===== config.mk =====
export PLATFORM = sky130hd
export DESIGN_NAME = rtob_wr_arbiter_flat
export DESIGN_NICKNAME = d
export VERILOG_FILES = /design/src/rtl/rtob_pkg.sv /design/src/rtl/rtob_wr_arbiter_if.sv /design/src/rtl/rtob_rr_arbiter.sv /design/src/rtl/rtob_wr_arbiter.sv /design/src/flat_wrapper.sv
export SDC_FILE = /design/constraint.sdc
export NUM_CORES = 1
export LEC_CHECK = 0
export CORE_AREA = 2 2 270 272
export DETAILED_ROUTE_END_ITERATION = 10
export DIE_AREA = 0 0 272 274
export GPL_TIMING_DRIVEN = 1
export SLEW_MARGIN = 20
export SYNTH_ARGS = -nofsm -noshare
export SYNTH_HDL_FRONTEND = slang
export SYNTH_SLANG_ARGS = --single-unit

===== constraint.sdc =====
create_clock -name clk -period 8.11 [get_ports clk]
set_clock_uncertainty 0.2 [all_clocks]
set_input_delay 2.0275 -clock clk [delete_from_list [all_inputs] [get_ports clk]]
set_output_delay 2.0275 -clock clk [all_outputs]
set_load 0.03 [all_outputs]

===== src/rtl/rtob_pkg.sv =====
// rtob_pkg
// Shared types and constants for the RTOB write-side arbiter.
//   rtob_state_e : command FSM states (IDLE, RUN, FLUSH)
//   TS_W, DATA_W : timestamp and event widths
//   TS_MSB/TS_LSB: timestamp field position inside an event
package rtob_pkg;

  localparam int TS_W   = 64;
  localparam int DATA_W = 128;
  localparam int TS_MSB = 127;
  localparam int TS_LSB = 64;

  typedef enum logic [1:0] {
    IDLE  = 2'd0,
    RUN   = 2'd1,
    FLUSH = 2'd2
  } rtob_state_e;

endpackage


===== src/rtl/rtob_wr_arbiter_if.sv =====
// rtob_wr_arbiter_if
// Bundles the requester handshakes, host commands and core-facing signals
// of one RTOB write channel.
//   master : event sources / host side (drives requests, commands, rtob_full)
//   slave  : the arbiter (drives ready, core write port, status)
interface rtob_wr_arbiter_if #(
  parameter int NUM_REQ = 4,
  parameter int DATA_W  = 128
);

  logic [NUM_REQ-1:0]         req_valid;
  logic [NUM_REQ*DATA_W-1:0]  req_data;
  logic [NUM_REQ-1:0]         req_ready;
  logic                       start_cmd;
  logic                       stop_cmd;
  logic                       flush_cmd;
  logic                       rtob_full;
  logic                       rtob_write;
  logic [DATA_W-1:0]          rtob_din;
  logic                       rtob_auto_start;
  logic                       rtob_flush;
  logic                       order_error;
  logic [$clog2(NUM_REQ)-1:0] order_err_src;
  logic [31:0]                accept_count;

  modport master (
    output req_valid, req_data, start_cmd, stop_cmd, flush_cmd, rtob_full,
    input  req_ready, rtob_write, rtob_din, rtob_auto_start, rtob_flush,
           order_error, order_err_src, accept_count
  );

  modport slave (
    input  req_valid, req_data, start_cmd, stop_cmd, flush_cmd, rtob_full,
    output req_ready, rtob_write, rtob_din, rtob_auto_start, rtob_flush,
           order_error, order_err_src, accept_count
  );

endinterface


===== src/rtl/rtob_rr_arbiter.sv =====
// rtob_rr_arbiter
// Purely combinational round-robin picker.
//   req_i    : request vector
//   enable_i : when low, no grant is issued
//   ptr_i    : highest-priority index for this cycle
//   grant_o  : one-hot grant (or zero)
//   winner_o : index of the granted requester (0 when no grant)
module rtob_rr_arbiter #(
  parameter int NUM_REQ = 4,
  localparam int PTR_W  = $clog2(NUM_REQ)
) (
  input  logic [NUM_REQ-1:0] req_i,
  input  logic               enable_i,
  input  logic [PTR_W-1:0]   ptr_i,
  output logic [NUM_REQ-1:0] grant_o,
  output logic [PTR_W-1:0]   winner_o
);

  logic             found;
  logic [PTR_W-1:0] idx;

  // Scan upward from ptr_i with wrap; the first set request wins.
  always_comb begin
    grant_o  = '0;
    winner_o = '0;
    found    = 1'b0;
    idx      = '0;
    if (enable_i) begin
      for (int k = 0; k < NUM_REQ; k++) begin
        idx = PTR_W'((int'(ptr_i) + k) % NUM_REQ);
        if (!found && req_i[idx]) begin
          found        = 1'b1;
          grant_o[idx] = 1'b1;
          winner_o     = idx;
        end
      end
    end
  end

endmodule


===== src/rtl/rtob_wr_arbiter.sv =====
// rtob_wr_arbiter
// Write-side controller for one RTOB_Core channel: merges NUM_REQ event
// producers into the core write port with round-robin arbitration, drops
// events whose timestamp goes backwards, and sequences auto_start/flush.
//   clk   : system clock
//   reset : synchronous active-high reset
//   bus   : rtob_wr_arbiter_if.slave (requests, commands, core port, status)
module rtob_wr_arbiter
  import rtob_pkg::*;
#(
  parameter int NUM_REQ = 4,
  parameter int DATA_W  = 128
) (
  input logic               clk,
  input logic               reset,
  rtob_wr_arbiter_if.slave  bus
);

  localparam int PTR_W = $clog2(NUM_REQ);

  rtob_state_e         state_q, state_d;
  logic [PTR_W-1:0]    rr_ptr_q;
  logic [TS_W-1:0]     last_ts_q;
  logic                ts_seen_q;
  logic                order_error_q;
  logic [PTR_W-1:0]    order_err_src_q;
  logic [31:0]         accept_count_q;
  logic                write_q;
  logic [DATA_W-1:0]   din_q;
  logic                auto_start_q;
  logic                flush_q;

  logic                grant_en;
  logic [NUM_REQ-1:0]  grant;
  logic [PTR_W-1:0]    winner;
  logic [DATA_W-1:0]   win_data;
  logic [TS_W-1:0]     win_ts;
  logic                handshake;
  logic                out_of_order;
  logic                accept_ev;
  logic                drop_ev;
  logic [PTR_W-1:0]    next_ptr;

  // A pending flush_cmd blocks grants this cycle so nothing races the flush.
  assign grant_en = (state_q != FLUSH) && !bus.flush_cmd && !bus.rtob_full;

  rtob_rr_arbiter #(.NUM_REQ(NUM_REQ)) u_rr (
    .req_i    (bus.req_valid),
    .enable_i (grant_en),
    .ptr_i    (rr_ptr_q),
    .grant_o  (grant),
    .winner_o (winner)
  );

  assign win_data     = bus.req_data[int'(winner)*DATA_W +: DATA_W];
  assign win_ts       = win_data[TS_MSB:TS_LSB];
  assign handshake    = |(grant & bus.req_valid);
  assign out_of_order = ts_seen_q && (win_ts < last_ts_q);
  assign accept_ev    = handshake && !out_of_order;
  assign drop_ev      = handshake && out_of_order;
  assign next_ptr     = (winner == PTR_W'(NUM_REQ - 1)) ? '0 : winner + 1'b1;

  // flush_cmd overrides everything; FLUSH always falls back to IDLE.
  always_comb begin
    state_d = state_q;
    if (bus.flush_cmd) begin
      state_d = FLUSH;
    end else begin
      case (state_q)
        IDLE:    if (bus.start_cmd) state_d = RUN;
        RUN:     if (bus.stop_cmd)  state_d = IDLE;
        FLUSH:   state_d = IDLE;
        default: state_d = IDLE;
      endcase
    end
  end

  // Status is cleared on the edge entering FLUSH so the flush cycle already
  // shows zeroed counters; no grant can coincide with that edge.
  always_ff @(posedge clk) begin
    if (reset) begin
      state_q         <= IDLE;
      rr_ptr_q        <= '0;
      last_ts_q       <= '0;
      ts_seen_q       <= 1'b0;
      order_error_q   <= 1'b0;
      order_err_src_q <= '0;
      accept_count_q  <= '0;
      write_q         <= 1'b0;
      din_q           <= '0;
      auto_start_q    <= 1'b0;
      flush_q         <= 1'b0;
    end else begin
      state_q      <= state_d;
      auto_start_q <= (state_d == RUN);
      flush_q      <= (state_d == FLUSH);
      write_q      <= accept_ev;
      if (accept_ev) begin
        din_q <= win_data;
      end
      if (handshake) begin
        rr_ptr_q <= next_ptr;
      end
      if (state_d == FLUSH) begin
        last_ts_q       <= '0;
        ts_seen_q       <= 1'b0;
        order_error_q   <= 1'b0;
        order_err_src_q <= '0;
        accept_count_q  <= '0;
      end else begin
        if (accept_ev) begin
          last_ts_q <= win_ts;
          ts_seen_q <= 1'b1;
          if (accept_count_q != 32'hFFFF_FFFF) begin
            accept_count_q <= accept_count_q + 32'd1;
          end
        end
        if (drop_ev) begin
          order_error_q <= 1'b1;
          if (!order_error_q) begin
            order_err_src_q <= winner;
          end
        end
      end
    end
  end

  assign bus.req_ready       = grant;
  assign bus.rtob_write      = write_q;
  assign bus.rtob_din        = din_q;
  assign bus.rtob_auto_start = auto_start_q;
  assign bus.rtob_flush      = flush_q;
  assign bus.order_error     = order_error_q;
  assign bus.order_err_src   = order_err_src_q;
  assign bus.accept_count    = accept_count_q;

endmodule


===== src/flat_wrapper.sv =====
// flat-port wrapper written by rule: the top's interface ports become plain ports
module rtob_wr_arbiter_flat import rtob_pkg::*;
#(
  parameter int NUM_REQ = 4,
  parameter int DATA_W  = 128
)
  (clk, reset, bus_req_valid, bus_req_data, bus_start_cmd, bus_stop_cmd, bus_flush_cmd, bus_rtob_full, bus_req_ready, bus_rtob_write, bus_rtob_din, bus_rtob_auto_start, bus_rtob_flush, bus_order_error, bus_order_err_src, bus_accept_count);
  rtob_wr_arbiter_if #(.NUM_REQ(NUM_REQ), .DATA_W(DATA_W)) bus_i ();
  input logic clk;
  input logic reset;
  input wire logic [$bits(bus_i.req_valid)-1:0] bus_req_valid;
  input wire logic [$bits(bus_i.req_data)-1:0] bus_req_data;
  input wire logic [$bits(bus_i.start_cmd)-1:0] bus_start_cmd;
  input wire logic [$bits(bus_i.stop_cmd)-1:0] bus_stop_cmd;
  input wire logic [$bits(bus_i.flush_cmd)-1:0] bus_flush_cmd;
  input wire logic [$bits(bus_i.rtob_full)-1:0] bus_rtob_full;
  output wire logic [$bits(bus_i.req_ready)-1:0] bus_req_ready;
  output wire logic [$bits(bus_i.rtob_write)-1:0] bus_rtob_write;
  output wire logic [$bits(bus_i.rtob_din)-1:0] bus_rtob_din;
  output wire logic [$bits(bus_i.rtob_auto_start)-1:0] bus_rtob_auto_start;
  output wire logic [$bits(bus_i.rtob_flush)-1:0] bus_rtob_flush;
  output wire logic [$bits(bus_i.order_error)-1:0] bus_order_error;
  output wire logic [$bits(bus_i.order_err_src)-1:0] bus_order_err_src;
  output wire logic [$bits(bus_i.accept_count)-1:0] bus_accept_count;
  assign bus_i.req_valid = bus_req_valid;
  assign bus_i.req_data = bus_req_data;
  assign bus_i.start_cmd = bus_start_cmd;
  assign bus_i.stop_cmd = bus_stop_cmd;
  assign bus_i.flush_cmd = bus_flush_cmd;
  assign bus_i.rtob_full = bus_rtob_full;
  assign bus_req_ready = bus_i.req_ready;
  assign bus_rtob_write = bus_i.rtob_write;
  assign bus_rtob_din = bus_i.rtob_din;
  assign bus_rtob_auto_start = bus_i.rtob_auto_start;
  assign bus_rtob_flush = bus_i.rtob_flush;
  assign bus_order_error = bus_i.order_error;
  assign bus_order_err_src = bus_i.order_err_src;
  assign bus_accept_count = bus_i.accept_count;
  rtob_wr_arbiter #(.NUM_REQ(NUM_REQ), .DATA_W(DATA_W)) u_core (.clk(clk), .reset(reset), .bus(bus_i));
endmodule

==> impl_metrics.py <==
metrics = {
    "outcome": {
        "status": "finished clean",
    },
    "floorplan": {
        "die_w_um": 272,
        "boundaryPins": 692,
        "initial_core_util": 0.204,
        "coreArea_um2": 72000,
        "dieHeight_um": 274,
        "die_area_um2": 74500,
        "std_cell_rows": 99,
    },
    "placed_design": {
        "io_buffers": 691,
        "place_hpwl_mm": 57.3,
        "gp_congestion": 0.901,
        "place_inst": 3720,
        "pre_cts_ws_ns": -0.0978,
    },
    "drt": {
        "via_count": 17607,
        "drt_iter0_markers": 813,
        "drcViolationCount": 0,
        "post_drt_wl_per_cell_um": 19.4,
        "postRouteAntennaNets": 0,
        "wl_mm": 73.4,
        "first_pass_iters": 5,
        "viasPerCell": 4.66,
    },
    "power_and_ir_drop": {
        "leakage_nw": 8.95,
        "powerDensity_nw_per_um2": 159,
        "power_w": 0.00378,
        "ir_worst_vdd_uv": 159,
    },
    "sta": {
        "timing.final.crit_share": 0.938,
        "finalMaxSlewViolations": 0,
        "max_slew_margin": 0.305,
        "timing.fmax_mhz": 131,
        "fin_crit_ns": 7.61,
        "holdWs_ns": 0.231,
        "tightest_slew_ns": 1.04,
        "finalSetupViolCount": 0,
        "setup_slack_ns": 0.504,
        "rsz0062_at_grt": "false",
        "finalHoldViolations": 0,
        "tns_ns": 0,
    },
    "cells_and_area": {
        "finish.net_count": 3386,
        "area_growth_pct": 61.6,
        "final_layout_size_suffix_gt1_frac": 0.0455,
        "final_cell_count_no_fill": 3782,
    },
    "setup_path": {
        "rr_startpoint": "u_core.rr_ptr_q[0]$_SDFFE_PP0P_",
        "cp-end-kind": "flip-flop",
        "worstPathCellList": "clkdlybuf4s50_1 -> nor3b_1 -> a221oi_1 -> a31oi_1 -> buf_4 -> o21ai_4 -> buf_12 -> nand2_1 -> and3_1 -> a31oi_1 -> ha_1 -> a21oi_1 -> nor2_1 -> a2111oi_0 -> nor4_1 -> a2111oi_0 -> buf_4 -> o211ai_1 -> buf_4 -> o21ai_4 -> buf_12 -> buf_12 -> nand2_1 -> a21oi_1",
        "startpoint": "bus_req_valid[2]",
        "rr_worst_depth": 24,
        "path_class": "in -> reg",
        "path_max_fanout": 84,
        "arrival_ns": 7.91,
        "cp_slowest_cell": "clkdlybuf4s50_1",
        "required_ns": 8.41,
        "slowest_delay_ns": 0.62,
        "critPathLaunchType": "input pin",
    },
    "yosys": {
        "netlist.area_leader.share": 0.320,
        "synth_area_leaders": "dfxtp_1, nand2_1, a21oi_1",
        "yosysWarnings": 0,
        "synthCells": 2185,
        "async_reset_ff_frac": 0,
        "synth_top_flop_cell": "dfxtp_1",
        "yosys.cell_types.count": 61,
        "ys_ff_latch": 235,
        "synth.net_count": 2779,
        "yosysSeqAreaShare": 0.320,
        "syn_avg_cell_area_um2": 6.73,
        "synth_edf_count": 0,
        "netlist_area_um2": 14700,
        "yosys.area.top_type": "dfxtp_1",
    },
    "job": {
        "cap_violations": 0,
    },
    "global_route": {
        "grtUsageMet3": 0.0436,
        "grt_pass1_vias": 16862,
        "grt_overflow": 0,
        "use_met2": 0.330,
        "antenna_found_initial": 16,
        "grt_pass1_wl_mm": 107,
        "grt_usage": 0.187,
        "grt_max_degree": 86,
        "grt_util_met1": 0.221,
        "gr-max-usage-layer": "met2",
    },
    "clocking": {
        "clockRootBuffer": "clkbuf_16",
        "postCtsHoldBufs": 0,
        "cts_buffers": 29,
        "post_cts_buffers": 0,
        "tritoncts": "yes",
        "post_cts_resized": 0,
        "clk_pin_slew_ns": 0.06,
        "clock-sinks": 235,
        "clock_latency_ns": 0.59,
        "clockBufferDepth": 3,
        "h-tree-depth": 1,
    },
    "hold_path": {
        "holdCritStartpoint": "u_core.state_q[1]$_SDFF_PP0_",
        "hold_depth": 1,
        "hold_class": "reg -> reg",
    },
}
metal layers:
layer / vias to the layer above / routed length [um]
met5: - / 54
met4: 8 / 2410
met3: 91 / 5740
met2: 647 / 36100
met1: 8106 / 29100
li1: 8755 / -
synthesized netlist by cell type, drive strengths merged, types with 4 or more instances:
library cell	count
nand3	148
a31oi	69
nor3b	4
nor2	19
clkbuf	133
dfxtp	235
nand4	11
nand2	822
nor4	5
mux4	4
a2111oi	7
o21a	4
mux2i	18
o211ai	9
buf	46
nor3	21
a21oi	223
and2	7
and3	75
inv	71
o31ai	7
nor2b	4
o2111ai	65
o21ai	16
or4	9
a21o	5
a211oi	5
or3	27
nand2b	7
ha	72
worst max-delay path, delay by kind of cell:
kind / cells / cell delay, ns
adder cells (fa/ha/maj): 1 / 0.33
buffers and inverters: 7 / 2.01
AND/OR/NAND/NOR: 6 / 0.76
AO/OA/AOI/OAI: 10 / 2.64
state kept, by name (all words and copies together), names as in the netlist:
name and flops:
u_core.bus.rtob_write 1, u_core.bus.rtob_auto_start 1, u_core.bus.accept_count 32, u_core.bus.order_error 1
u_core.bus.order_err_src 2, u_core.state_q 2, u_core.bus.rtob_flush 1, u_core.last_ts_q 64
u_core.bus.rtob_din 128, u_core.rr_ptr_q 2, u_core.ts_seen_q 1
power by group:
group	leakage (nW)	switching, W	internal [W]	total (W)
Clock	0.471	0.000553	0.000773	0.00133
Sequential	1.90	0.0000351	0.00121	0.00125
Combinational	6.57	0.000661	0.000548	0.00121
area by class of cell:
cell class | count | area, um^2
Fill cell | 7751 | 48200
Multi-Input combinational cell | 1698 | 8990
Timing Repair Buffer | 755 | 7610
Sequential cell | 235 | 4700
Tap cell | 959 | 1200
Clock buffer | 40 | 827
Inverter | 73 | 274
Clock inverter | 13 | 131
Antenna cell | 9 | 22.5
final timing paths:
path / endpoint / slack (ns)
setup / recovery: u_core.bus.rtob_din[22]$_SDFFE_PP0P_ / 0.50
hold / removal: u_core.bus.rtob_auto_start$_SDFF_PP0_ / 0.23
setup reg to reg: u_core.bus.rtob_din[22]$_SDFFE_PP0P_ / 1.27
hold reg to reg: u_core.bus.rtob_auto_start$_SDFF_PP0_ / 0.23
cells by family after synthesis:
family | share of synthesized area
AOI/OAI and AO/OA | 0.183
xor gates and xnor gates | 0.00119
adders and majority gates | 0.0613
buffers and inverters | 0.0727
DFF | 0.320
muxes | 0.0184
and+or+nand+nor | 0.343
cells in the final DEF (no fill, tap or decap), drive strengths merged, types with 9 or more instances in the layout:
cell	netlist	layout
nand3	148	148
or3	27	27
mux2i	18	18
dfxtp	235	235
clkinv	2	10
and3	75	75
buf	46	65
nor2	19	19
clkdlybuf4s50	0	690
a31oi	69	69
clkbuf	133	40
ha	72	72
diode	0	9
nand4	11	11
or4	9	9
o21ai	16	16
o2111ai	65	65
o211ai	9	9
nor3	21	21
inv	71	72
nand2	822	822
a21oi	223	223
stage by stage:
stage	cell area [um^2]	utilization
finish	23800	0.330
global route	23700	0.330
CTS	23700	0.330
detailed placement	22800	0.317
global placement	22800	0.317
floorplan	14700	-
No activity file was read; power rests on OpenSTA's default activity.
